[config.mk]
export PLATFORM = sky130hd
export DESIGN_NAME = axi_ctrl_bank_flat
export DESIGN_NICKNAME = d
export VERILOG_FILES = /design/src/rtl/axi_ctrl_bank_if.sv /design/src/rtl/axi_ctrl_bank.sv /design/src/flat_wrapper.sv
export SDC_FILE = /design/constraint.sdc
export NUM_CORES = 1
export LEC_CHECK = 0
export ABC_CLOCK_PERIOD_IN_PS = 3600
export CAP_MARGIN = 10
export CORE_MARGIN = 4
export CORE_UTILIZATION = 50
export CTS_BUF_LIST = sky130_fd_sc_hd__clkbuf_8 sky130_fd_sc_hd__clkbuf_16
export CTS_CLUSTER_DIAMETER = 80
export DETAILED_ROUTE_END_ITERATION = 10
export DONT_BUFFER_PORTS = 1
export SLEW_MARGIN = 10
export SYNTH_ARGS = -nofsm -noshare
export SYNTH_HDL_FRONTEND = slang
export SYNTH_SLANG_ARGS = --single-unit
[constraint.sdc]
create_clock -name aclk -period 3.6 [get_ports aclk]
set_input_delay 0.72 -clock aclk [delete_from_list [all_inputs] [get_ports aclk]]
set_output_delay 0.72 -clock aclk [all_outputs]
set_load 0.02 [all_outputs]
[src/rtl/axi_ctrl_bank_if.sv]
// AXI4-lite bus bundle for the control register bank.
// The slave modport is the register bank; the master modport is the PS-side driver.
interface axi_ctrl_bank_if #(
    parameter int C_ADDR_WIDTH = 32,
    parameter int C_DATA_WIDTH = 32
);
    logic                      awvalid;
    logic                      awready;
    logic [C_ADDR_WIDTH-1:0]   awaddr;
    logic                      wvalid;
    logic                      wready;
    logic [C_DATA_WIDTH-1:0]   wdata;
    logic [C_DATA_WIDTH/8-1:0] wstrb;
    logic                      bvalid;
    logic                      bready;
    logic [1:0]                bresp;
    logic                      arvalid;
    logic                      arready;
    logic [C_ADDR_WIDTH-1:0]   araddr;
    logic                      rvalid;
    logic                      rready;
    logic [C_DATA_WIDTH-1:0]   rdata;
    logic [1:0]                rresp;

    modport slave (
        input  awvalid, awaddr, wvalid, wdata, wstrb, bready, arvalid, araddr, rready,
        output awready, wready, bvalid, bresp, arready, rvalid, rdata, rresp
    );

    modport master (
        output awvalid, awaddr, wvalid, wdata, wstrb, bready, arvalid, araddr, rready,
        input  awready, wready, bvalid, bresp, arready, rvalid, rdata, rresp
    );
endinterface

[src/rtl/axi_ctrl_bank.sv]
// AXI4-lite control/status register bank for C_NUM_CH processing channels.
// Per-channel config, start pulse and busy/done tracking live in axi_ctrl_bank_ch;
// the top handles bus handshakes, address decode, IRQ enable and readback.

// One channel: len/gain config, start pulse, busy, done edge and sticky IRQ bit.
module axi_ctrl_bank_ch #(
    parameter int C_LEN_W  = 10,
    parameter int C_GAIN_W = 8
) (
    input  logic                aclk,
    input  logic                areset,
    input  logic                wr_ctrl,
    input  logic                wr_gain,
    input  logic                go,
    input  logic                clr_stat,
    input  logic [C_LEN_W-1:0]  len_d,
    input  logic [C_LEN_W-1:0]  len_m,
    input  logic [C_GAIN_W-1:0] gain_d,
    input  logic [C_GAIN_W-1:0] gain_m,
    input  logic                done,
    output logic [C_LEN_W-1:0]  len,
    output logic [C_GAIN_W-1:0] gain,
    output logic                start,
    output logic                busy,
    output logic                done_lvl,
    output logic                stat
);
    logic rise;
    logic start_req;

    assign rise      = done & ~done_lvl;
    assign start_req = wr_ctrl & go;

    // Config, start pulse and status; a start request while busy only updates len,
    // and a start colliding with a done edge leaves the channel busy.
    always_ff @(posedge aclk) begin
        if (areset) begin
            len      <= '0;
            gain     <= '0;
            start    <= 1'b0;
            busy     <= 1'b0;
            done_lvl <= 1'b0;
            stat     <= 1'b0;
        end else begin
            done_lvl <= done;
            start    <= start_req & ~busy;
            busy     <= start_req | (busy & ~rise);
            stat     <= (stat & ~clr_stat) | rise;
            if (wr_ctrl) len  <= (len & ~len_m) | (len_d & len_m);
            if (wr_gain) gain <= (gain & ~gain_m) | (gain_d & gain_m);
        end
    end
endmodule

module axi_ctrl_bank #(
    parameter int C_ADDR_WIDTH = 32,
    parameter int C_DATA_WIDTH = 32,
    parameter int C_NUM_CH     = 4,
    parameter int C_LEN_W      = 10,
    parameter int C_GAIN_W     = 8
) (
    input  logic                         aclk,
    input  logic                         areset,
    axi_ctrl_bank_if.slave               s_axi,
    output logic [C_NUM_CH*C_LEN_W-1:0]  num_of_inp,
    output logic [C_NUM_CH*C_GAIN_W-1:0] gain,
    output logic [C_NUM_CH-1:0]          start,
    input  logic [C_NUM_CH-1:0]          done,
    output logic                         irq
);
    localparam logic [1:0] RESP_OKAY   = 2'b00;
    localparam logic [1:0] RESP_SLVERR = 2'b10;

    typedef enum logic [2:0] {
        R_INFO, R_IRQ_EN, R_IRQ_STAT, R_CTRL, R_GAIN, R_STATUS, R_NONE
    } reg_e;

    typedef struct packed {
        reg_e       kind;
        logic [2:0] ch;
    } dec_t;

    // Word-granular decode of the low address byte; slot 0 is global, slot k+1 is channel k.
    function automatic dec_t decode(input logic [7:0] off);
        dec_t       d;
        logic [3:0] slot;
        d.kind = R_NONE;
        d.ch   = '0;
        slot   = off[7:4];
        if (slot == 4'd0) begin
            case (off[3:2])
                2'd0:    d.kind = R_INFO;
                2'd1:    d.kind = R_IRQ_EN;
                2'd2:    d.kind = R_IRQ_STAT;
                default: d.kind = R_NONE;
            endcase
        end else if (int'(slot) <= C_NUM_CH) begin
            d.ch = 3'(slot - 4'd1);
            case (off[3:2])
                2'd0:    d.kind = R_CTRL;
                2'd1:    d.kind = R_GAIN;
                2'd2:    d.kind = R_STATUS;
                default: d.kind = R_NONE;
            endcase
        end
        return d;
    endfunction

    // Write-side holding registers
    logic        aw_held, w_held, bvalid_q, commit;
    logic [1:0]  bresp_q;
    logic [7:0]  aw_off;
    logic [31:0] wd_q, wmask;
    logic [3:0]  ws_q;
    dec_t        wdec, rdec;

    // Read-side registers
    logic        rvalid_q;
    logic [1:0]  rresp_q;
    logic [31:0] rdata_q, rval;

    // Global IRQ state and per-channel views
    logic [C_NUM_CH-1:0]               irq_en, stat, busy, done_lvl, start_q;
    logic                              irq_gen;
    logic [C_NUM_CH-1:0][C_LEN_W-1:0]  len_q;
    logic [C_NUM_CH-1:0][C_GAIN_W-1:0] gain_q;

    assign commit = aw_held & w_held;
    assign wdec   = decode(aw_off);
    assign rdec   = decode(s_axi.araddr[7:0]);

    for (genvar b = 0; b < 4; b++) begin : g_mask
        assign wmask[8*b +: 8] = {8{ws_q[b]}};
    end

    assign s_axi.awready = !areset && !aw_held && !bvalid_q;
    assign s_axi.wready  = !areset && !w_held  && !bvalid_q;
    assign s_axi.bvalid  = bvalid_q;
    assign s_axi.bresp   = bresp_q;
    assign s_axi.arready = !areset && !rvalid_q;
    assign s_axi.rvalid  = rvalid_q;
    assign s_axi.rdata   = rdata_q;
    assign s_axi.rresp   = rresp_q;

    assign num_of_inp = len_q;
    assign gain       = gain_q;
    assign start      = start_q;

    // AW and W are captured independently; both held commits on the next edge.
    always_ff @(posedge aclk) begin
        if (areset) begin
            aw_held  <= 1'b0;
            w_held   <= 1'b0;
            aw_off   <= '0;
            wd_q     <= '0;
            ws_q     <= '0;
            bvalid_q <= 1'b0;
            bresp_q  <= RESP_OKAY;
        end else begin
            if (s_axi.awvalid && s_axi.awready) begin
                aw_held <= 1'b1;
                aw_off  <= s_axi.awaddr[7:0];
            end
            if (s_axi.wvalid && s_axi.wready) begin
                w_held <= 1'b1;
                wd_q   <= s_axi.wdata;
                ws_q   <= s_axi.wstrb;
            end
            if (commit) begin
                aw_held  <= 1'b0;
                w_held   <= 1'b0;
                bvalid_q <= 1'b1;
                bresp_q  <= (wdec.kind == R_NONE) ? RESP_SLVERR : RESP_OKAY;
            end else if (bvalid_q && s_axi.bready) begin
                bvalid_q <= 1'b0;
            end
        end
    end

    // IRQ enable register and the registered level interrupt.
    always_ff @(posedge aclk) begin
        if (areset) begin
            irq_en  <= '0;
            irq_gen <= 1'b0;
            irq     <= 1'b0;
        end else begin
            if (commit && wdec.kind == R_IRQ_EN) begin
                irq_en <= (irq_en & ~wmask[C_NUM_CH-1:0]) | (wd_q[C_NUM_CH-1:0] & wmask[C_NUM_CH-1:0]);
                if (ws_q[3]) irq_gen <= wd_q[31];
            end
            irq <= irq_gen & |(irq_en & stat);
        end
    end

    for (genvar k = 0; k < C_NUM_CH; k++) begin : g_ch
        axi_ctrl_bank_ch #(
            .C_LEN_W  (C_LEN_W),
            .C_GAIN_W (C_GAIN_W)
        ) u_ch (
            .aclk     (aclk),
            .areset   (areset),
            .wr_ctrl  (commit && wdec.kind == R_CTRL && wdec.ch == 3'(k)),
            .wr_gain  (commit && wdec.kind == R_GAIN && wdec.ch == 3'(k)),
            .go       (wd_q[24] & ws_q[3]),
            .clr_stat (commit && wdec.kind == R_IRQ_STAT && wd_q[k] && ws_q[0]),
            .len_d    (wd_q[C_LEN_W-1:0]),
            .len_m    (wmask[C_LEN_W-1:0]),
            .gain_d   (wd_q[C_GAIN_W-1:0]),
            .gain_m   (wmask[C_GAIN_W-1:0]),
            .done     (done[k]),
            .len      (len_q[k]),
            .gain     (gain_q[k]),
            .start    (start_q[k]),
            .busy     (busy[k]),
            .done_lvl (done_lvl[k]),
            .stat     (stat[k])
        );
    end

    // Readback mux from current register state; reserved bits stay 0.
    always_comb begin
        rval = '0;
        case (rdec.kind)
            R_INFO:     rval = {16'd0, 8'h02, 8'(C_NUM_CH)};
            R_IRQ_EN:   begin
                rval[C_NUM_CH-1:0] = irq_en;
                rval[31]           = irq_gen;
            end
            R_IRQ_STAT: rval[C_NUM_CH-1:0] = stat;
            default: begin
                for (int k = 0; k < C_NUM_CH; k++) begin
                    if (rdec.ch == 3'(k)) begin
                        if (rdec.kind == R_CTRL) begin
                            rval[C_LEN_W-1:0] = len_q[k];
                            rval[24]          = busy[k];
                        end else if (rdec.kind == R_GAIN) begin
                            rval[C_GAIN_W-1:0] = gain_q[k];
                        end else if (rdec.kind == R_STATUS) begin
                            rval[1:0] = {busy[k], done_lvl[k]};
                        end
                    end
                end
            end
        endcase
    end

    // Read data latches on the AR handshake edge and holds until rready.
    always_ff @(posedge aclk) begin
        if (areset) begin
            rvalid_q <= 1'b0;
            rdata_q  <= '0;
            rresp_q  <= RESP_OKAY;
        end else if (s_axi.arvalid && s_axi.arready) begin
            rvalid_q <= 1'b1;
            rdata_q  <= rval;
            rresp_q  <= (rdec.kind == R_NONE) ? RESP_SLVERR : RESP_OKAY;
        end else if (rvalid_q && s_axi.rready) begin
            rvalid_q <= 1'b0;
        end
    end
endmodule
[src/flat_wrapper.sv]
// flat-port wrapper written by rule: the top's interface ports become plain ports
module axi_ctrl_bank_flat 
#(
    parameter int C_ADDR_WIDTH = 32,
    parameter int C_DATA_WIDTH = 32,
    parameter int C_NUM_CH     = 4,
    parameter int C_LEN_W      = 10,
    parameter int C_GAIN_W     = 8
)
  (aclk, areset, num_of_inp, gain, start, done, irq, s_axi_awvalid, s_axi_awaddr, s_axi_wvalid, s_axi_wdata, s_axi_wstrb, s_axi_bready, s_axi_arvalid, s_axi_araddr, s_axi_rready, s_axi_awready, s_axi_wready, s_axi_bvalid, s_axi_bresp, s_axi_arready, s_axi_rvalid, s_axi_rdata, s_axi_rresp);
  axi_ctrl_bank_if #(.C_ADDR_WIDTH(C_ADDR_WIDTH), .C_DATA_WIDTH(C_DATA_WIDTH)) s_axi_i ();
  input  logic aclk;
  input  logic areset;
  output logic [C_NUM_CH*C_LEN_W-1:0] num_of_inp;
  output logic [C_NUM_CH*C_GAIN_W-1:0] gain;
  output logic [C_NUM_CH-1:0] start;
  input  logic [C_NUM_CH-1:0] done;
  output logic irq;
  input wire logic [$bits(s_axi_i.awvalid)-1:0] s_axi_awvalid;
  input wire logic [$bits(s_axi_i.awaddr)-1:0] s_axi_awaddr;
  input wire logic [$bits(s_axi_i.wvalid)-1:0] s_axi_wvalid;
  input wire logic [$bits(s_axi_i.wdata)-1:0] s_axi_wdata;
  input wire logic [$bits(s_axi_i.wstrb)-1:0] s_axi_wstrb;
  input wire logic [$bits(s_axi_i.bready)-1:0] s_axi_bready;
  input wire logic [$bits(s_axi_i.arvalid)-1:0] s_axi_arvalid;
  input wire logic [$bits(s_axi_i.araddr)-1:0] s_axi_araddr;
  input wire logic [$bits(s_axi_i.rready)-1:0] s_axi_rready;
  output wire logic [$bits(s_axi_i.awready)-1:0] s_axi_awready;
  output wire logic [$bits(s_axi_i.wready)-1:0] s_axi_wready;
  output wire logic [$bits(s_axi_i.bvalid)-1:0] s_axi_bvalid;
  output wire logic [$bits(s_axi_i.bresp)-1:0] s_axi_bresp;
  output wire logic [$bits(s_axi_i.arready)-1:0] s_axi_arready;
  output wire logic [$bits(s_axi_i.rvalid)-1:0] s_axi_rvalid;
  output wire logic [$bits(s_axi_i.rdata)-1:0] s_axi_rdata;
  output wire logic [$bits(s_axi_i.rresp)-1:0] s_axi_rresp;
  assign s_axi_i.awvalid = s_axi_awvalid;
  assign s_axi_i.awaddr = s_axi_awaddr;
  assign s_axi_i.wvalid = s_axi_wvalid;
  assign s_axi_i.wdata = s_axi_wdata;
  assign s_axi_i.wstrb = s_axi_wstrb;
  assign s_axi_i.bready = s_axi_bready;
  assign s_axi_i.arvalid = s_axi_arvalid;
  assign s_axi_i.araddr = s_axi_araddr;
  assign s_axi_i.rready = s_axi_rready;
  assign s_axi_awready = s_axi_i.awready;
  assign s_axi_wready = s_axi_i.wready;
  assign s_axi_bvalid = s_axi_i.bvalid;
  assign s_axi_bresp = s_axi_i.bresp;
  assign s_axi_arready = s_axi_i.arready;
  assign s_axi_rvalid = s_axi_i.rvalid;
  assign s_axi_rdata = s_axi_i.rdata;
  assign s_axi_rresp = s_axi_i.rresp;
  axi_ctrl_bank #(.C_ADDR_WIDTH(C_ADDR_WIDTH), .C_DATA_WIDTH(C_DATA_WIDTH), .C_NUM_CH(C_NUM_CH), .C_LEN_W(C_LEN_W), .C_GAIN_W(C_GAIN_W)) u_core (.aclk(aclk), .areset(areset), .s_axi(s_axi_i), .num_of_inp(num_of_inp), .gain(gain), .start(start), .done(done), .irq(irq));
endmodule
==> run metrics <==
status=complete, no violations; area leader, netlist=dfxtp_1; TNS Setup=0 ns; # port buffers=0; most numerous cell types in the synthesized netlist=133 x dfxtp_1, 100 x nor2_1, 76 x nand2_1; routed wl met3=between 2 and 2.5 mm; worst path arrival time=3.35 ns; Final HPWL DP=approximately 14 mm; PwrDens=just under 500 mW/mm²; Fin. Hold Viols=0; DRT iter0 DRCs=514; critical path type=reg -> reg; Site Rows=41; DRC violations left=0; net total in the final layout=852; Switching Share=24.8%; worst r2r src=u_core.aw_off[4]; Post-CTS Resized=0; # diodes=0; Starting Density=51.2%; final antenna-violating net count=0; CP peak stage delay=0.63 ns; ranking of synthesized cells by area=dfxtp_1 41%, mux2i_1 11%, nor2_1 5.8%; DIE WIDTH=122 µm; Die ar.=about 0.015 mm²; period utilisation layout=roughly 84%; YS warnings=0; antenna violations before repair=0; met2 wire len=between 8 and 9 mm; wire length on met1=8.25 mm; Max-slew headroom=around two fifths; pin count of the biggest net entering global routing=125; crit path max fanout=11; Critical Path End Type=flop; uppermost routed layer=met4; Worst-Margin Slew=0.867 ns; DR WL/cell=21.6 µm; vias per inst=5.96; Synth Cell Area=0.00649 mm²; share of total power in sequential cells=43.6%; Avg Inst Size Synth=8.76 µm²; I/O pins=229; max cap viols=0; P_sw=0.874 mW; Gate Count Post-Synth=741; Post-Place Cells=882; GRT Util Overall=26.4%; DIE HEIGHT=122 µm; via count=5450; sequential element share of the synthesized area=a little over 40%; Netlist cell types=70; Non-Filler Instances=914; EDFF count, synth=0; Area Overhead vs Synth=9.54%; FMAX=329 MHz; crit-path cells=inv_1, ha_1, xor2_1, o311ai_0, a2111oi_4, nand2_1, mux2i_1, nor2_1; pre-CTS WS=between 0.3 and 0.4 ns; Tightest Hold Check Type=in -> reg; GP Congestion=about 0.95; layout cells sized above 1=9.57%; CTS Sinks=133; first-pass GRT wire length=between 20 and 30 mm; Synth async-reset ratio=0%; TritonCTS clock tree=yes; minimum clock period=3.04 ns; Post-synth top flop=dfxtp_1; post-route setup slack=0.563 ns; Placement Cell Area=0.00653 mm²; Internal=2.65 mW; RSZ-0062 raised after global routing=no; Max clock buf depth=2; Filler cells=1218; crit path max-delay cell type=a2111oi_4; # H-tree levels=4; Synth top area share=41.0%; reg-to-reg slack, setup=0.56 ns; Combinational Power Share=around 8%; vias in the first global route=5149; latest clock arrival within the worst-skew pair=0.42 ns; clock-pin slew on the worst setup and hold paths=0.06 ns; Setup crit start kind=flop; Layout Skew=0.00832 ns; Required @ worst endpoint=3.91 ns; Yosys reg bits=133; global route total overflow=0; count leader, synth=dfxtp_1; Core ar.=around 0.013 mm²; Num CTS Buffers=17; Clk pwr share=48.3%; DRT Pass-1 Iters=7; post-cts hold buffer count=0; R2R depth=8; Final Slew Violations=0; Hold WS=about 0.38 ns; Peak VDD IR=0.283 mV; Root Driver=clkbuf_16; postcts setup bufs=0; routed wire length=19.7 mm; Crit. Startpoint=u_core.aw_off[4]; cell area after layout=0.00711 mm²; # setup viols final=0; Lkg Pwr=2.92 nW
power groups by stage:
stage | logic [mW] | clock network (mW) | registers (mW)
after detailed placement | 0.282 | 0 | 1.57
after floorplan | 0.269 | 0 | 1.55
after global routing | 0.315 | 1.78 | 1.54
after global placement | 0.276 | 0 | 1.57
after CTS | 0.283 | 1.72 | 1.54
final | 0.287 | 1.70 | 1.54
stage by stage:
step | total power [mW] | utilization, %
CTS | 3.54 | 56.1
detailed placement | 1.85 | 51.5
finish | 3.53 | 56.1
floorplan | 1.81 | -
global route | 3.64 | 56.1
global placement | 1.84 | 51.5
worst max-delay path: cells and delay by family, from the launching register on:
kind	cells	cell delay, ns
AO/OA/AOI/OAI	2	0.91
AND/OR/NAND/NOR	2	0.57
adder cells (fa/ha/maj)	1	0.41
flip-flops	1	0.32
multiplexers	1	0.29
XOR/XNOR	1	0.27
buffers and inverters	1	0.15
metal layers:
| layer | GRT usage [%] | vias up |
|---|---|---|
| met4 | 11.2 | 0 |
| met3 | 9.56 | 43 |
| met2 | 40.4 | 229 |
| met1 | 33.6 | 2615 |
| met5 | 0 | - |
| li1 | - | 2563 |
area by class of cell:
| type | count | area [µm²] | share of cell area [%] |
|---|---|---|---|
| Multi-Input combinational cell | 534 | 3400 | 47.9 |
| Sequential cell | 133 | 2660 | 37.4 |
| Clock buffer | 20 | 467 | 6.56 |
| Tap cell | 172 | 215 | 3.03 |
| Timing Repair Buffer | 23 | 173 | 2.43 |
| Clock inverter | 12 | 114 | 1.60 |
| Inverter | 20 | 75.1 | 1.06 |
worst min-delay path by stage:
stage                                        start                           end  slack [ns]  cells after the start
after floorplan           u_core.g_ch[1].u_ch.busy     u_core.g_ch[1].u_ch.start        0.40                      1
after global placement    u_core.g_ch[1].u_ch.busy     u_core.g_ch[1].u_ch.start        0.42                      1
after detailed placement  u_core.g_ch[1].u_ch.busy     u_core.g_ch[1].u_ch.start        0.43                      1
after CTS                                   areset  u_core.g_ch[0].u_ch.done_lvl        0.36                      1
after global routing                        areset                u_core.wd_q[0]        0.37                      1
final                                       areset  u_core.g_ch[0].u_ch.done_lvl        0.38                      1
cell usage in the layout (no fill, tap or decap), drive strengths merged, types with 4 or more instances in the layout:
master and n:
dfxtp 133, nor2 100, nand2 76, mux2i 70, a21oi 52, inv 24, nand3 24, buf 23
conb 22, clkbuf 20, o21ai 15, o22ai 14, nor2b 13, a22oi 13, ha 12, nor3 12
nand4 9, and2 7, a22o 7, o32ai 6, a211oi 6, nand2b 5, a32o 5, a32oi 5
and3 4, a2111oi 4, clkinv 4
kinds of logic (layout without fill, tap and decap cells):
group / count (synthesis) / count (layout) / share of synthesized area [%]
other cells: 1 / 22 / 0.0578
buf+inv: 95 / 75 / 7.84
fa+ha+maj: 12 / 12 / 2.31
xor+xnor: 5 / 5 / 0.790
mux: 71 / 71 / 11.2
compound gates: 158 / 158 / 17.5
flops: 133 / 133 / 41.0
simple gates: 266 / 266 / 19.3
(Power assumes the default switching activity.)
